==> config.mk <==
export PLATFORM = sky130hd
export DESIGN_NAME = sa_feeder
export DESIGN_NICKNAME = d
export VERILOG_FILES = /design/src/rtl/sa_feeder.sv
export SDC_FILE = /design/constraint.sdc
export NUM_CORES = 1
export LEC_CHECK = 0
export BUFFER_PORTS_ARGS = -buffer_cell sky130_fd_sc_hd__buf_2
export CAP_MARGIN = 20
export CORE_UTILIZATION = 52
export CTS_CLUSTER_SIZE = 25
export DETAILED_ROUTE_END_ITERATION = 7
export PLACE_DENSITY = 0.83
export SYNTH_ARGS = -nofsm -noshare
export SYNTH_HDL_FRONTEND = slang
export SYNTH_SLANG_ARGS = --single-unit
==> constraint.sdc <==
create_clock -name clk -period 2.1 [get_ports clk]
set_input_delay 0.105 -clock clk [delete_from_list [all_inputs] [get_ports clk]]
set_output_delay 0.105 -clock clk [all_outputs]
set_load 0.05 [all_outputs]
==> src/rtl/sa_feeder.sv <==
// Feeder for the NxN weight-stationary systolic array: loads ROWS weight rows,
// then streams activation vectors with lane i delayed by i cycles.
module sa_feeder #(
    parameter int ROWS   = 4,
    parameter int DATA_W = 4,
    parameter int W_W    = 4
) (
    input  logic                     clk,
    input  logic                     rst_n,
    input  logic                     w_valid,
    output logic                     w_ready,
    input  logic [ROWS*W_W-1:0]      w_data,
    input  logic                     a_valid,
    output logic                     a_ready,
    input  logic [ROWS*DATA_W-1:0]   a_data,
    input  logic                     a_last,
    output logic [ROWS*W_W-1:0]      sa_w_in,
    output logic [ROWS-1:0]          sa_weight_wren,
    output logic [ROWS*DATA_W-1:0]   sa_data_in,
    output logic                     sa_active,
    output logic                     busy,
    output logic                     done
);

    // Handshake: a beat transfers on a rising edge where valid & ready are both
    // high; ready depends only on the FSM state, never on valid.

    typedef enum logic [2:0] {IDLE, LOAD_W, STREAM, DRAIN, DONE} state_t;

    localparam int CW = (ROWS > 1) ? $clog2(ROWS) : 1;

    state_t        state;
    logic [CW-1:0] wcnt;
    logic [CW-1:0] dcnt;
    logic          w_acc;
    logic          a_acc;

    assign w_ready = (state == IDLE) || (state == LOAD_W);
    assign a_ready = (state == STREAM);
    assign busy    = (state != IDLE);
    assign w_acc   = w_valid & w_ready;
    assign a_acc   = a_valid & a_ready;

    // done is registered off the DONE state, so it lands one cycle after the
    // last lane of the final vector has left the skew lines.
    always_ff @(posedge clk or negedge rst_n) begin
        if (!rst_n) begin
            state          <= IDLE;
            wcnt           <= '0;
            dcnt           <= '0;
            done           <= 1'b0;
            sa_w_in        <= '0;
            sa_weight_wren <= '0;
            sa_active      <= 1'b0;
        end else begin
            done           <= (state == DONE);
            sa_w_in        <= w_acc ? w_data : '0;
            sa_weight_wren <= {ROWS{w_acc}};
            sa_active      <= a_acc;
            case (state)
                IDLE: begin
                    if (w_acc) begin
                        wcnt  <= CW'(1);
                        state <= (ROWS == 1) ? STREAM : LOAD_W;
                    end
                end
                LOAD_W: begin
                    if (w_acc) begin
                        if (wcnt == CW'(ROWS - 1)) state <= STREAM;
                        else                       wcnt  <= wcnt + CW'(1);
                    end
                end
                STREAM: begin
                    if (a_acc && a_last) begin
                        dcnt  <= '0;
                        state <= (ROWS == 1) ? DONE : DRAIN;
                    end
                end
                DRAIN: begin
                    if (dcnt == CW'(ROWS - 2)) state <= DONE;
                    else                       dcnt  <= dcnt + CW'(1);
                end
                DONE:    state <= IDLE;
                default: state <= IDLE;
            endcase
        end
    end

    // Lane i: an i-deep shift line followed by the output register. Cycles
    // without an accept shift zeros in, which is how bubbles and drain work.
    for (genvar i = 0; i < ROWS; i++) begin : g_lane
        logic [DATA_W-1:0] lane_in;
        logic [DATA_W-1:0] lane_q;

        assign lane_in = a_acc ? a_data[i*DATA_W +: DATA_W] : '0;
        assign sa_data_in[i*DATA_W +: DATA_W] = lane_q;

        if (i == 0) begin : g_direct
            always_ff @(posedge clk or negedge rst_n) begin
                if (!rst_n) lane_q <= '0;
                else        lane_q <= lane_in;
            end
        end else begin : g_skew
            logic [DATA_W-1:0] line [i];

            always_ff @(posedge clk or negedge rst_n) begin
                if (!rst_n) begin
                    for (int k = 0; k < i; k++) line[k] <= '0;
                    lane_q <= '0;
                end else begin
                    line[0] <= lane_in;
                    for (int k = 1; k < i; k++) line[k] <= line[k-1];
                    lane_q <= line[i-1];
                end
            end
        end
    end

endmodule
Yosys cells after proc, flatten, opt, wreduce, memory -nomap -nowiden

Index checks and enable logic that the tools add are counted.
W data, S select, Z words.

Mux-type cells: 18
Bitwise gates (word level): 2
Reduce and logical (&&, ||, !) cells: 9
Add/sub/neg operators: 2
Eq/ne operators: 13

Operator list:

| kind                  | count |
|---|---|
| $mux W16              | 1 |
| $mux W4               | 4 |
| $mux W3               | 5 |
| $pmux W3 S4           | 1 |
| $mux W2               | 5 |
| $ne A2 B2 Y1 const B  | 5 |
| $pmux W2 S2           | 2 |
| $eq A3 B2 Y1 const B  | 2 |
| $reduce_and A5 Y1     | 1 |
| $add A2 B1 Y2 const B | 2 |
| $eq A2 B2 Y1 const B  | 2 |
| $ne A2 B1 Y1 const B  | 2 |
| $reduce_and A4 Y1     | 1 |
| $reduce_bool A2 Y1    | 2 |
| $eq A3 B1 Y1 const B  | 1 |
| $eq A3 B3 Y1 const B  | 1 |
| $logic_not A3 Y1      | 1 |
| $reduce_and A3 Y1     | 1 |
| $reduce_bool A3 Y1    | 1 |
| $and A1 B1 Y1         | 2 |
| $logic_and A1 B1 Y1   | 1 |
| $logic_or A1 B1 Y1    | 1 |

Flip-flop bits (word level): 66
Bits of input ports: 37
Output and inout port bits: 41

Depth between registers and ports, before layout

Word-level depth: 5
Gate-level depth with buffers: 5
Mapped depth without buffers: 5

Worst setup path after synthesis

No wires, ideal clock.

Path kind: flip-flop to output port
Start point: register state[1]
End point: output port busy
Path slack: 0.283 ns
Path buffers: 1
Stages on the path, launching flop included: 4
Arrival: 1.712 ns
Cell sequence: dfrtp_1 > buf_6 > nor2_1 > nand2_1

Longest elaborated chain between the ends: 1

RTL lines:

| element                | RTL line | RTL |
|---|---|---|
| start, declared        | 32       | `state_t state;` |
| start signal, assigned | 64       | `state <= (ROWS == 1) ? STREAM : LOAD_W;` |
| start signal, assigned | 76       | `state <= (ROWS == 1) ? DONE : DRAIN;` |
| $reduce_bool A3 Y1     | 40       | `assign busy = (state != IDLE);` |
| end, declared          | 21       | `output logic busy,` |

Every way passes these cells.

Worst setup path after layout

Start point: register state[0]
End point: output port busy

Same word-level chain as after synthesis.

==> impl_metrics.yaml <==
sta:
  slew_headroom: 0.729
  hold_viol_final: 0
  max_clock_freq_mhz: 666
  slew_viol_final: 0
  skew_ps: 7.84
  fin_crit_ps: 1500
  fin_ws_ps: 598
  rsz0062_at_grt: "false"
  tns_ps: 0
  timing_worst_slew_pin_value_ps: 407
  setup_violations: 0
  fin_crit_sh: 0.715
route:
  route.detailed.wl_per_inst_microns: 14.6
  ant_nets: 0
  dr.pass1.iters: 4
  vias_per_cell: 4.68
  met1Wirelength_mm: 1.72
  drc: 0
  vias: 1460
  totalWireLength_mm: 4.57
  wl_met3_microns: 187
  drtIter0Drc: 112
  top_layer_used: "met4"
  met2_length_mm: 2.51
clock_tree:
  cts_hold_buf: 30
  clkSinkCount: 66
  clk_path_buf_depth: 2
  cts_buffers: 9
  root_buffer: "clkbuf_8"
  postCtsSetupRepairBufs: 0
  cts_tree: "yes"
  cts_resized: 0
  path_clk_slew_ps: 60
  clk_latency_ps: 340
  h-tree-depth: 3
global_route:
  grt_pass1_wl_mm: 6.78
  grt_antenna_before_repair: 0
  overflow: 0
  track_usage: 0.225
  grt_max_degree: 67
  first_global_vias: 1461
layout:
  layout-drive-gt1-share: 0.439
  diodes: 0
  area_delta_synth_final_pct: 42.4
  final_cell_mix: "buf_2 (77), dfrtp_1 (66), dlygate4sd3_1 (32)"
  final_nets: 296
  final_common_cell: "buf_2"
critical_path:
  crit_slowest_cell: "dfrtp_1"
  crit_fanout: 14
  r2r_setup_slack_ps: 740
  reg2reg_depth: 4
  r2r_end: "wcnt[0]"
  critical-path-max-stage-delay_ps: 590
  path_cells: "inv_1 -> nand2_1 -> buf_2"
  crit_buf_inv: 2
  arrival_ps: 1400
  critPathLaunchType: "flop"
  critPathTopFamily: "flip-flops"
  end_kind: "output pin"
  crit_type: "flop to output pin"
  timing.rr.start: "state[1]"
  worstPathRequired_ps: 2000
placed_design:
  post-place-ws_ps: 770
  port_buffers: 77
  gp_congestion: 0.742
  hpwl_mm: 2.43
yosys:
  syn-num-nets: 182
  ys_types: 31
  yosysSeqAreaShare: 0.747
  syn-instance-count: 143
  yosys_warnings: 0
  avgSynthCellArea_sq_um: 15.5
  netlist_area_sq_um: 2210
  ys_ff_latch: 66
power_and_ir_drop:
  powerDensity_nw_per_um2: 1210
  p_int_mw: 2.44
  switchingPower_mw: 1.37
  power.total_mw: 3.81
  combPwrFrac: 0.296
  leakagePower_nw: 1.70
  clkPwrFrac: 0.284
  seqPwrFrac: 0.420
  peakVddDrop_mv: 0.804
  p_sw_frac: 0.360
run:
  cap_violations: 0
floorplanning:
  fp.dieW_microns: 67.2
  rows: 23
  die_area_sq_um: 4520
  coreArea_sq_um: 4030
  initial_core_util: 0.549
  ioPinCount: 78
  die_h_microns: 67.2
min_path:
  hold_class: "input port to flop"
  hold_path_depth: 2
  hold_start: "a_data[3]"
  worstHoldEndpoint: "g_lane[0].lane_q[3]"
outcome:
  status: "completed"
[worst register-to-register path, delay by kind of cell (launching register included)]
family / cells / cell delay [ps]
DFF: 1 / 510
buffers and inverters: 1 / 230
and+or+nand+nor: 3 / 500
[cells by family after synthesis]
group                    after synthesis  share of synthesized area
AO/OA/AOI/OAI                          8                     0.0249
adder cells (fa/ha/maj)                2                     0.0113
buffers and inverters                 10                     0.0317
flip-flops                            66                      0.747
multiplexers                           1                    0.00453
AND/OR/NAND/NOR                       56                      0.181
[Yosys cell counts, drive strengths merged]
library cell  number  area [sq um]
or2                1          6.26
nor3               1          10.0
a21oi              3          15.0
nand3b             1          7.51
nor2               5          18.8
a22o               1          8.76
nand4b             1          8.76
mux2i              1          10.0
nand2b             2          20.0
nor4b              1          8.76
a31o               1          8.76
nand2              5          18.8
buf                8          62.6
nand4              1          6.26
a31oi              1          6.26
ha                 2          25.0
nor3b              2          26.3
dfrtp             66          1650
nand3              2          10.0
o31ai              1          7.51
inv                2          7.51
and4b              1          10.0
o2bb2ai            1          8.76
and4bb             1          16.3
and2              32           231
[area by class of cell]
type	count	area [sq um]
well taps	50	62.6
flip-flops and latches	66	1650
repair buffers	111	733
fillers	233	880
clock inverters	4	50.0
multi-input cells	67	489
inverters	2	7.51
clock buffers	12	155
[state kept, by name, indices dropped and copies added (netlist names)]
name,count
wcnt,2
g_lane.lane_q,16
sa_w_in,16
g_lane.g_skew.line,24
dcnt,2
done,1
sa_weight_wren,1
sa_active,1
state,3
[metal layers]
layer  vias to the layer above  GRT usage
li1                        682          -
met1                       722      0.244
met2                        41      0.368
met3                        15     0.0946
met4                         0      0.130
met5                         -          0
[power groups by stage]
stage	registers, mW	logic [mW]	clock network (mW)
6_report	1.60	1.13	1.08
5_1_grt	1.62	1.20	1.17
4_1_cts	1.59	1.12	1.09
3_5_place_dp	1.61	1.08	0
3_3_place_gp	1.60	1.05	0
2_1_floorplan	1.87	0.601	0
[metrics by stage]
step	cells	utilization	area [sq um]	hold slack (ps)
2_1_floorplan	143	-	2210	-191
3_3_place_gp	264	0.651	2620	137
3_5_place_dp	264	0.651	2620	140
4_1_cts	310	0.777	3130	4.41
5_1_grt	312	0.782	3150	1.37
6_report	312	0.782	3150	10.6
[worst max path at each step]
stage / start / end / slack (ps) / depth (start not counted)
6_report: state[0] / busy / 600 / 3
5_1_grt: state[0] / busy / 490 / 3
3_5_place_dp: state[1] / wcnt[0] / 770 / 4
2_1_floorplan: state[1] / busy / 280 / 3
3_3_place_gp: state[1] / wcnt[0] / 800 / 4
4_1_cts: state[0] / busy / 590 / 3
Note: power is estimated with default switching activity, not from simulation.
